[config.mk]
export PLATFORM = sky130hd
export DESIGN_NAME = ex_div_seq
export DESIGN_NICKNAME = d
export VERILOG_FILES = /design/src/rtl/ex_div_seq.sv
export SDC_FILE = /design/constraint.sdc
export NUM_CORES = 1
export LEC_CHECK = 0
export BUFFER_PORTS_ARGS = -buffer_cell sky130_fd_sc_hd__clkbuf_2
export CORE_ASPECT_RATIO = 0.75
export CORE_MARGIN = 2
export CORE_UTILIZATION = 40
export CTS_CLUSTER_DIAMETER = 30
export DETAILED_ROUTE_END_ITERATION = 10
export PLACE_DENSITY_LB_ADDON = 0.1
export SYNTH_ARGS = -nofsm -noshare
export SYNTH_HDL_FRONTEND = slang
export SYNTH_SLANG_ARGS = --single-unit
[constraint.sdc]
create_clock -name clk -period 3.4 [get_ports clk]
set_input_delay 0 -clock clk [delete_from_list [all_inputs] [get_ports clk]]
set_output_delay 0 -clock clk [all_outputs]
set_load 0.02 [all_outputs]
[src/rtl/ex_div_seq.sv]
// Multi-cycle radix-2 restoring divider that stalls EX until {remainder, quotient} is ready.
// Define SIGNED_DIV_EN to honour signed_i (DIV); otherwise every divide is unsigned (DIVU).
module ex_div_seq #(
  parameter int WIDTH = 32,
  parameter int CNT_W = 6
) (
  input  logic               clk,
  input  logic               rst,
  input  logic               start_i,
  input  logic               annul_i,
  input  logic               signed_i,
  input  logic [WIDTH-1:0]   opdata1_i,
  input  logic [WIDTH-1:0]   opdata2_i,
  output logic [2*WIDTH-1:0] result_o,
  output logic               ready_o,
  output logic               busy_o,
  output logic               stallreq_o
);

  typedef enum logic [1:0] {S_FREE, S_BYZERO, S_ON, S_END} state_t;

  localparam logic [CNT_W-1:0] LAST_ITER = CNT_W'(WIDTH - 1);

  state_t             r_state;
  logic [CNT_W-1:0]   r_cnt;
  logic [WIDTH-1:0]   r_rem;
  logic [WIDTH-1:0]   r_dvd;
  logic [WIDTH-1:0]   r_dvs;
  logic [2*WIDTH-1:0] r_result;
  logic               r_ready;
  logic               r_busy;

  logic [WIDTH:0]     w_shift;
  logic [WIDTH:0]     w_diff;
  logic               w_qbit;
  logic [WIDTH-1:0]   w_rem_next;
  logic [WIDTH-1:0]   w_quo_next;
  logic [WIDTH-1:0]   w_rem_fix;
  logic [WIDTH-1:0]   w_quo_fix;
  logic [WIDTH-1:0]   w_op1_in;
  logic [WIDTH-1:0]   w_op2_in;

  // r_dvd holds the unconsumed dividend bits and collects quotient bits from the LSB end.
  assign w_shift    = {r_rem, r_dvd[WIDTH-1]};
  assign w_diff     = w_shift - {1'b0, r_dvs};
  assign w_qbit     = ~w_diff[WIDTH];
  assign w_rem_next = w_qbit ? w_diff[WIDTH-1:0] : w_shift[WIDTH-1:0];
  assign w_quo_next = {r_dvd[WIDTH-2:0], w_qbit};

`ifdef SIGNED_DIV_EN
  logic r_sign1;
  logic r_sign2;
  logic r_signed;

  assign w_op1_in  = (signed_i & opdata1_i[WIDTH-1]) ? -opdata1_i : opdata1_i;
  assign w_op2_in  = (signed_i & opdata2_i[WIDTH-1]) ? -opdata2_i : opdata2_i;
  assign w_quo_fix = (r_signed & (r_sign1 ^ r_sign2)) ? -w_quo_next : w_quo_next;
  assign w_rem_fix = (r_signed & r_sign1) ? -w_rem_next : w_rem_next;

  always_ff @(posedge clk) begin
    if (rst) begin
      r_sign1  <= 1'b0;
      r_sign2  <= 1'b0;
      r_signed <= 1'b0;
    end else if (r_state == S_FREE && start_i && !annul_i) begin
      r_sign1  <= signed_i & opdata1_i[WIDTH-1];
      r_sign2  <= signed_i & opdata2_i[WIDTH-1];
      r_signed <= signed_i;
    end
  end
`else
  logic w_unused_signed;

  assign w_unused_signed = signed_i;
  assign w_op1_in        = opdata1_i;
  assign w_op2_in        = opdata2_i;
  assign w_quo_fix       = w_quo_next;
  assign w_rem_fix       = w_rem_next;
`endif

  always_ff @(posedge clk) begin
    if (rst) begin
      r_state  <= S_FREE;
      r_cnt    <= '0;
      r_rem    <= '0;
      r_dvd    <= '0;
      r_dvs    <= '0;
      r_result <= '0;
      r_ready  <= 1'b0;
      r_busy   <= 1'b0;
    end else begin
      case (r_state)
        S_FREE: begin
          if (start_i && !annul_i) begin
            r_busy <= 1'b1;
            if (opdata2_i == '0) begin
              r_state <= S_BYZERO;
            end else begin
              r_state <= S_ON;
              r_cnt   <= '0;
              r_rem   <= '0;
              r_dvd   <= w_op1_in;
              r_dvs   <= w_op2_in;
            end
          end
        end
        S_BYZERO: begin
          r_state  <= S_END;
          r_busy   <= 1'b0;
          r_ready  <= 1'b1;
          r_result <= '0;
        end
        S_ON: begin
          if (annul_i) begin
            r_state <= S_FREE;
            r_busy  <= 1'b0;
          end else begin
            r_rem <= w_rem_next;
            r_dvd <= w_quo_next;
            r_cnt <= r_cnt + CNT_W'(1);
            if (r_cnt == LAST_ITER) begin
              r_state  <= S_END;
              r_busy   <= 1'b0;
              r_ready  <= 1'b1;
              r_result <= {w_rem_fix, w_quo_fix};
            end
          end
        end
        S_END: begin
          if (!start_i || annul_i) begin
            r_state  <= S_FREE;
            r_ready  <= 1'b0;
            r_result <= '0;
          end
        end
        default: r_state <= S_FREE;
      endcase
    end
  end

  assign result_o   = r_result;
  assign ready_o    = r_ready;
  assign busy_o     = r_busy;
  assign stallreq_o = start_i & ~r_ready;

endmodule

==> flow_summary.yaml <==
clock_tree:
  cts_setup_buffers: 0
  tritoncts: "done"
  htreeDepth: 4
  cts_buffers: 17
  cts_root_buffer: "clkbuf_16"
  clkTransAtPathRegs_ns: 0.07
  cts.sinks: 170
  clk_path_buf_depth: 2
  clock_latency_ns: 0.43
logic_synthesis:
  synthAdderAreaFrac: 0.05728
  synth-xor-area-share: 0.03754
  synth_area_um2: 8432
  syn_nets: 1127
  synth_simple_gate_area_frac: 0.1695
  muxShareOfSynthArea: 0.07880
  netlist_instances: 1020
  synth_cell_types: 63
  synth_area_per_cell_um2: 8.267
  synth_top_flop_cell: "dfxtp_1"
  synth_edf_count: 0
  synth-compound-area-share: 0.2009
  async_reset_ff_frac: 0
  synth_top_family_by_area: "compound AO/OA/AOI/OAI gates"
  yosysSeqAreaShare: 0.4036
  yosysWarnings: 0
  ys_seq_elements: 170
grt:
  grt.overflow.total: 0
  grt_util_all_layers: 0.2093
  grt_pass1_wl_mm: 36.94
  grt_max_degree: 65
  grt_pass1_vias: 7149
  antenna_found_initial: 0
sta:
  tightest_slew_ns: 1.004
  final_hold_viol_count: 0
  setup_viol_count_final: 0
  max_freq_ghz: 0.3148
  rsz0062_at_grt: "no"
  max-slew-margin-rel: 0.3294
  hold_slack_ns: 0.04440
  fin_tns_setup_ns: 0
  setup_ws_ns: 0.2236
  fin_crit_ns: 3.176
  report.final.slew_viol_count: 0
  fin_crit_sh: 0.9342
  finalClockSkew_ns: 0.01431
hold_path:
  hold_start: "annul_i"
  hold_path.class: "in -> reg"
route:
  drc: 0
  drt_iter0_markers: 462
  first_pass_iters: 5
  wl_per_cell_um: 15.37
  finalWirelength_mm: 22.95
  ant_nets: 0
  via_count: 7564
  avgViaCountPerCell: 5.066
critical_path:
  startpoint_type: "flip-flop"
  critPathSlowestCell: "a2111oi_4"
  reg2reg_depth: 14
  critPathArrivalTime_ns: 3.50
  crit_top_cell: "inv_1"
  r2r_end: "result_o[58]"
  rr_startpoint: "r_dvd[31]"
  endpoint_kind: "flip-flop"
  crit_fanout: 4
  ff2ff_setup_slack_ns: 0.22
  crit_required_ns: 3.72
  path_cells: "inv_1 -> ha_1 -> inv_1 -> fa_2 -> a211oi_2 -> nor4b_2 -> nor2_1 -> o211a_4 -> a2111oi_4 -> nor3_4 -> xnor2_4 -> buf_4 -> mux2_4 -> a22o_1"
  cp-endpoint: "result_o[58]"
  crit_start: "r_dvd[31]"
  max_stage_delay_ns: 0.38
  path_class: "reg -> reg"
power:
  p_sw_mw: 2.820
  p_sw_frac: 0.3897
  ir_worst_vdd_uv: 555.6
  pwr-share-comb: 0.406
  leakagePower_nw: 4.266
  power_density_nw_per_um2: 680.7
  pwr-share-clk: 0.273
  seq_power_share: 0.321
  p_int_mw: 4.417
finish:
  n_antenna_cell: 0
  synthToLayoutAreaGrowth_pct: 26.09
  nNetsFinal: 1305
  finalCoreUtilization: 0.5202
  drive_above_1_share: 0.1734
floorplanning:
  floorplan.initialDensity: 0.4125
  dieHeight_um: 129.7
  die_w_um: 171.7
  rows: 45
  pin_count: 136
  core_area_um2: 20440
  die_area_um2: 22270
placement:
  dpl.hpwl_mm: 15.86
  gp_congestion: 0.8694
  port_buffers: 134
  dpl_worst_slack_ns: 0.09105
flow_run:
  cap_viol_max_count: 0
run_status:
  status: "finished clean"
==> stage by stage <==
step	std cells	power (mW)	instance area, µm²
3_5_place_dp	1397	5.232	9394
3_3_place_gp	1397	5.230	9394
4_1_cts	1493	7.273	10630
6_report	1493	7.236	10630
2_1_floorplan	1020	4.529	8432
5_1_grt	1493	7.690	10630
==> layer usage <==
metal	part of all wire	up-vias	track usage	wire (µm)
li1	-	3922	-	-
met1	0.53	3472	0.3087	12130
met2	0.41	155	0.3137	9489
met3	0.048	15	0.04186	1106
met4	0.0096	0	0.04985	221
met5	0	-	0	0
==> flip-flops by register name (all words and copies together), names as in the netlist <==
signal    cells
r_state       2
ready_o       1
busy_o        1
r_dvd        32
r_cnt         6
r_rem        32
r_dvs        32
result_o     64
==> layout make-up <==
cell class | count | area [µm²]
tap | 282 | 352.8
sequential | 170 | 3403
inverter | 45 | 168.9
multi-input combinational | 744 | 4612
clock inverter | 14 | 151.4
fill | 1988 | 9807
clock buffer | 18 | 439.2
timing repair buffer | 220 | 1504
==> synthesized netlist by cell type (4+ instances only) <==
cell | count | area, µm²
a211oi_1 | 36 | 270.3
a21o_1 | 13 | 97.59
a21oi_1 | 100 | 500.5
a22o_1 | 5 | 43.79
and3_1 | 5 | 31.28
buf_1 | 6 | 22.52
buf_2 | 5 | 25.02
clkbuf_1 | 46 | 172.7
dfxtp_1 | 170 | 3403
ha_1 | 37 | 462.9
inv_1 | 45 | 168.9
mux2i_1 | 62 | 620.6
nand2_1 | 187 | 701.9
nand3_1 | 39 | 195.2
nand4_1 | 10 | 62.56
nor2_1 | 56 | 210.2
nor2b_1 | 4 | 25.02
nor3_1 | 4 | 20.02
nor4_1 | 10 | 62.56
o211ai_1 | 4 | 30.03
o21a_1 | 4 | 30.03
o21ai_0 | 34 | 170.2
o21ai_1 | 48 | 240.2
o21bai_1 | 4 | 30.03
xnor2_1 | 18 | 157.7
xor2_1 | 15 | 131.4
==> placed cells by master (no fill, tap or decap), types with 3 or more instances in the layout <==
cell type	count
xnor2_1	18
o21a_1	4
o31ai_1	3
clkbuf_16	17
nand4_1	10
dfxtp_1	170
o21ai_0	34
nor4_1	10
nor2_1	54
inv_1	45
dlygate4sd3_1	64
o21bai_1	4
clkbuf_2	133
a31oi_1	3
xor2_1	15
nor3_1	4
mux2i_1	61
and3_1	5
o211ai_1	4
nand2_1	187
nor2b_1	4
a21oi_1	99
a211oi_1	36
nand2b_1	3
a21o_1	13
nand3_1	39
ha_1	36
buf_4	21
inv_8	3
clkinvlp_4	3
a22o_1	5
inv_6	5
o21ai_1	48
or3_1	3
==> critical path, delay by kind of cell, from the launching register on <==
| family | cells | cell delay (ns) |
|---|---|---|
| mux | 1 | 0.31 |
| flops | 1 | 0.33 |
| compound gates | 4 | 0.94 |
| fa+ha+maj | 2 | 0.44 |
| buf+inv | 3 | 0.31 |
| xor+xnor | 1 | 0.21 |
| simple gates | 3 | 0.52 |
==> kinds of logic after synthesis <==
| logic type | after synthesis |
|---|---|
| buffers and inverters | 106 |
| AOI/OAI and AO/OA | 277 |
| xor gates and xnor gates | 34 |
| and+or+nand+nor | 330 |
| adders and majority gates | 38 |
| DFF | 170 |
| muxes | 65 |
==> power groups by stage <==
stage / logic [mW] / clock network [mW] / registers [mW]
floorplan: 2.16 / 0 / 2.37
global placement: 2.87 / 0 / 2.36
detailed placement: 2.87 / 0 / 2.37
CTS: 2.94 / 2.01 / 2.32
global route: 3.23 / 2.11 / 2.35
finish: 2.94 / 1.98 / 2.32
==> what timing repair did <==
item | 4_1_cts | 5_1_grt
endpoints found under the hold margin | 64 | 0
setup endpoints to repair | 0 | 63
hold buffers | 64 | 0
gates resized for setup | 0 | 2
==> worst min-delay path by stage <==
| stage | to | cells past startpoint | slack [ns] |
|---|---|---|---|
| 2_1_floorplan | r_dvs[10] | 2 | 0.14 |
| 3_3_place_gp | r_dvs[17] | 3 | 0.25 |
| 3_5_place_dp | r_dvs[7] | 3 | 0.24 |
| 4_1_cts | busy_o | 3 | 0.03 |
| 5_1_grt | busy_o | 3 | 0.05 |
| 6_report | busy_o | 3 | 0.04 |
Power figures use the tool's default switching activity.
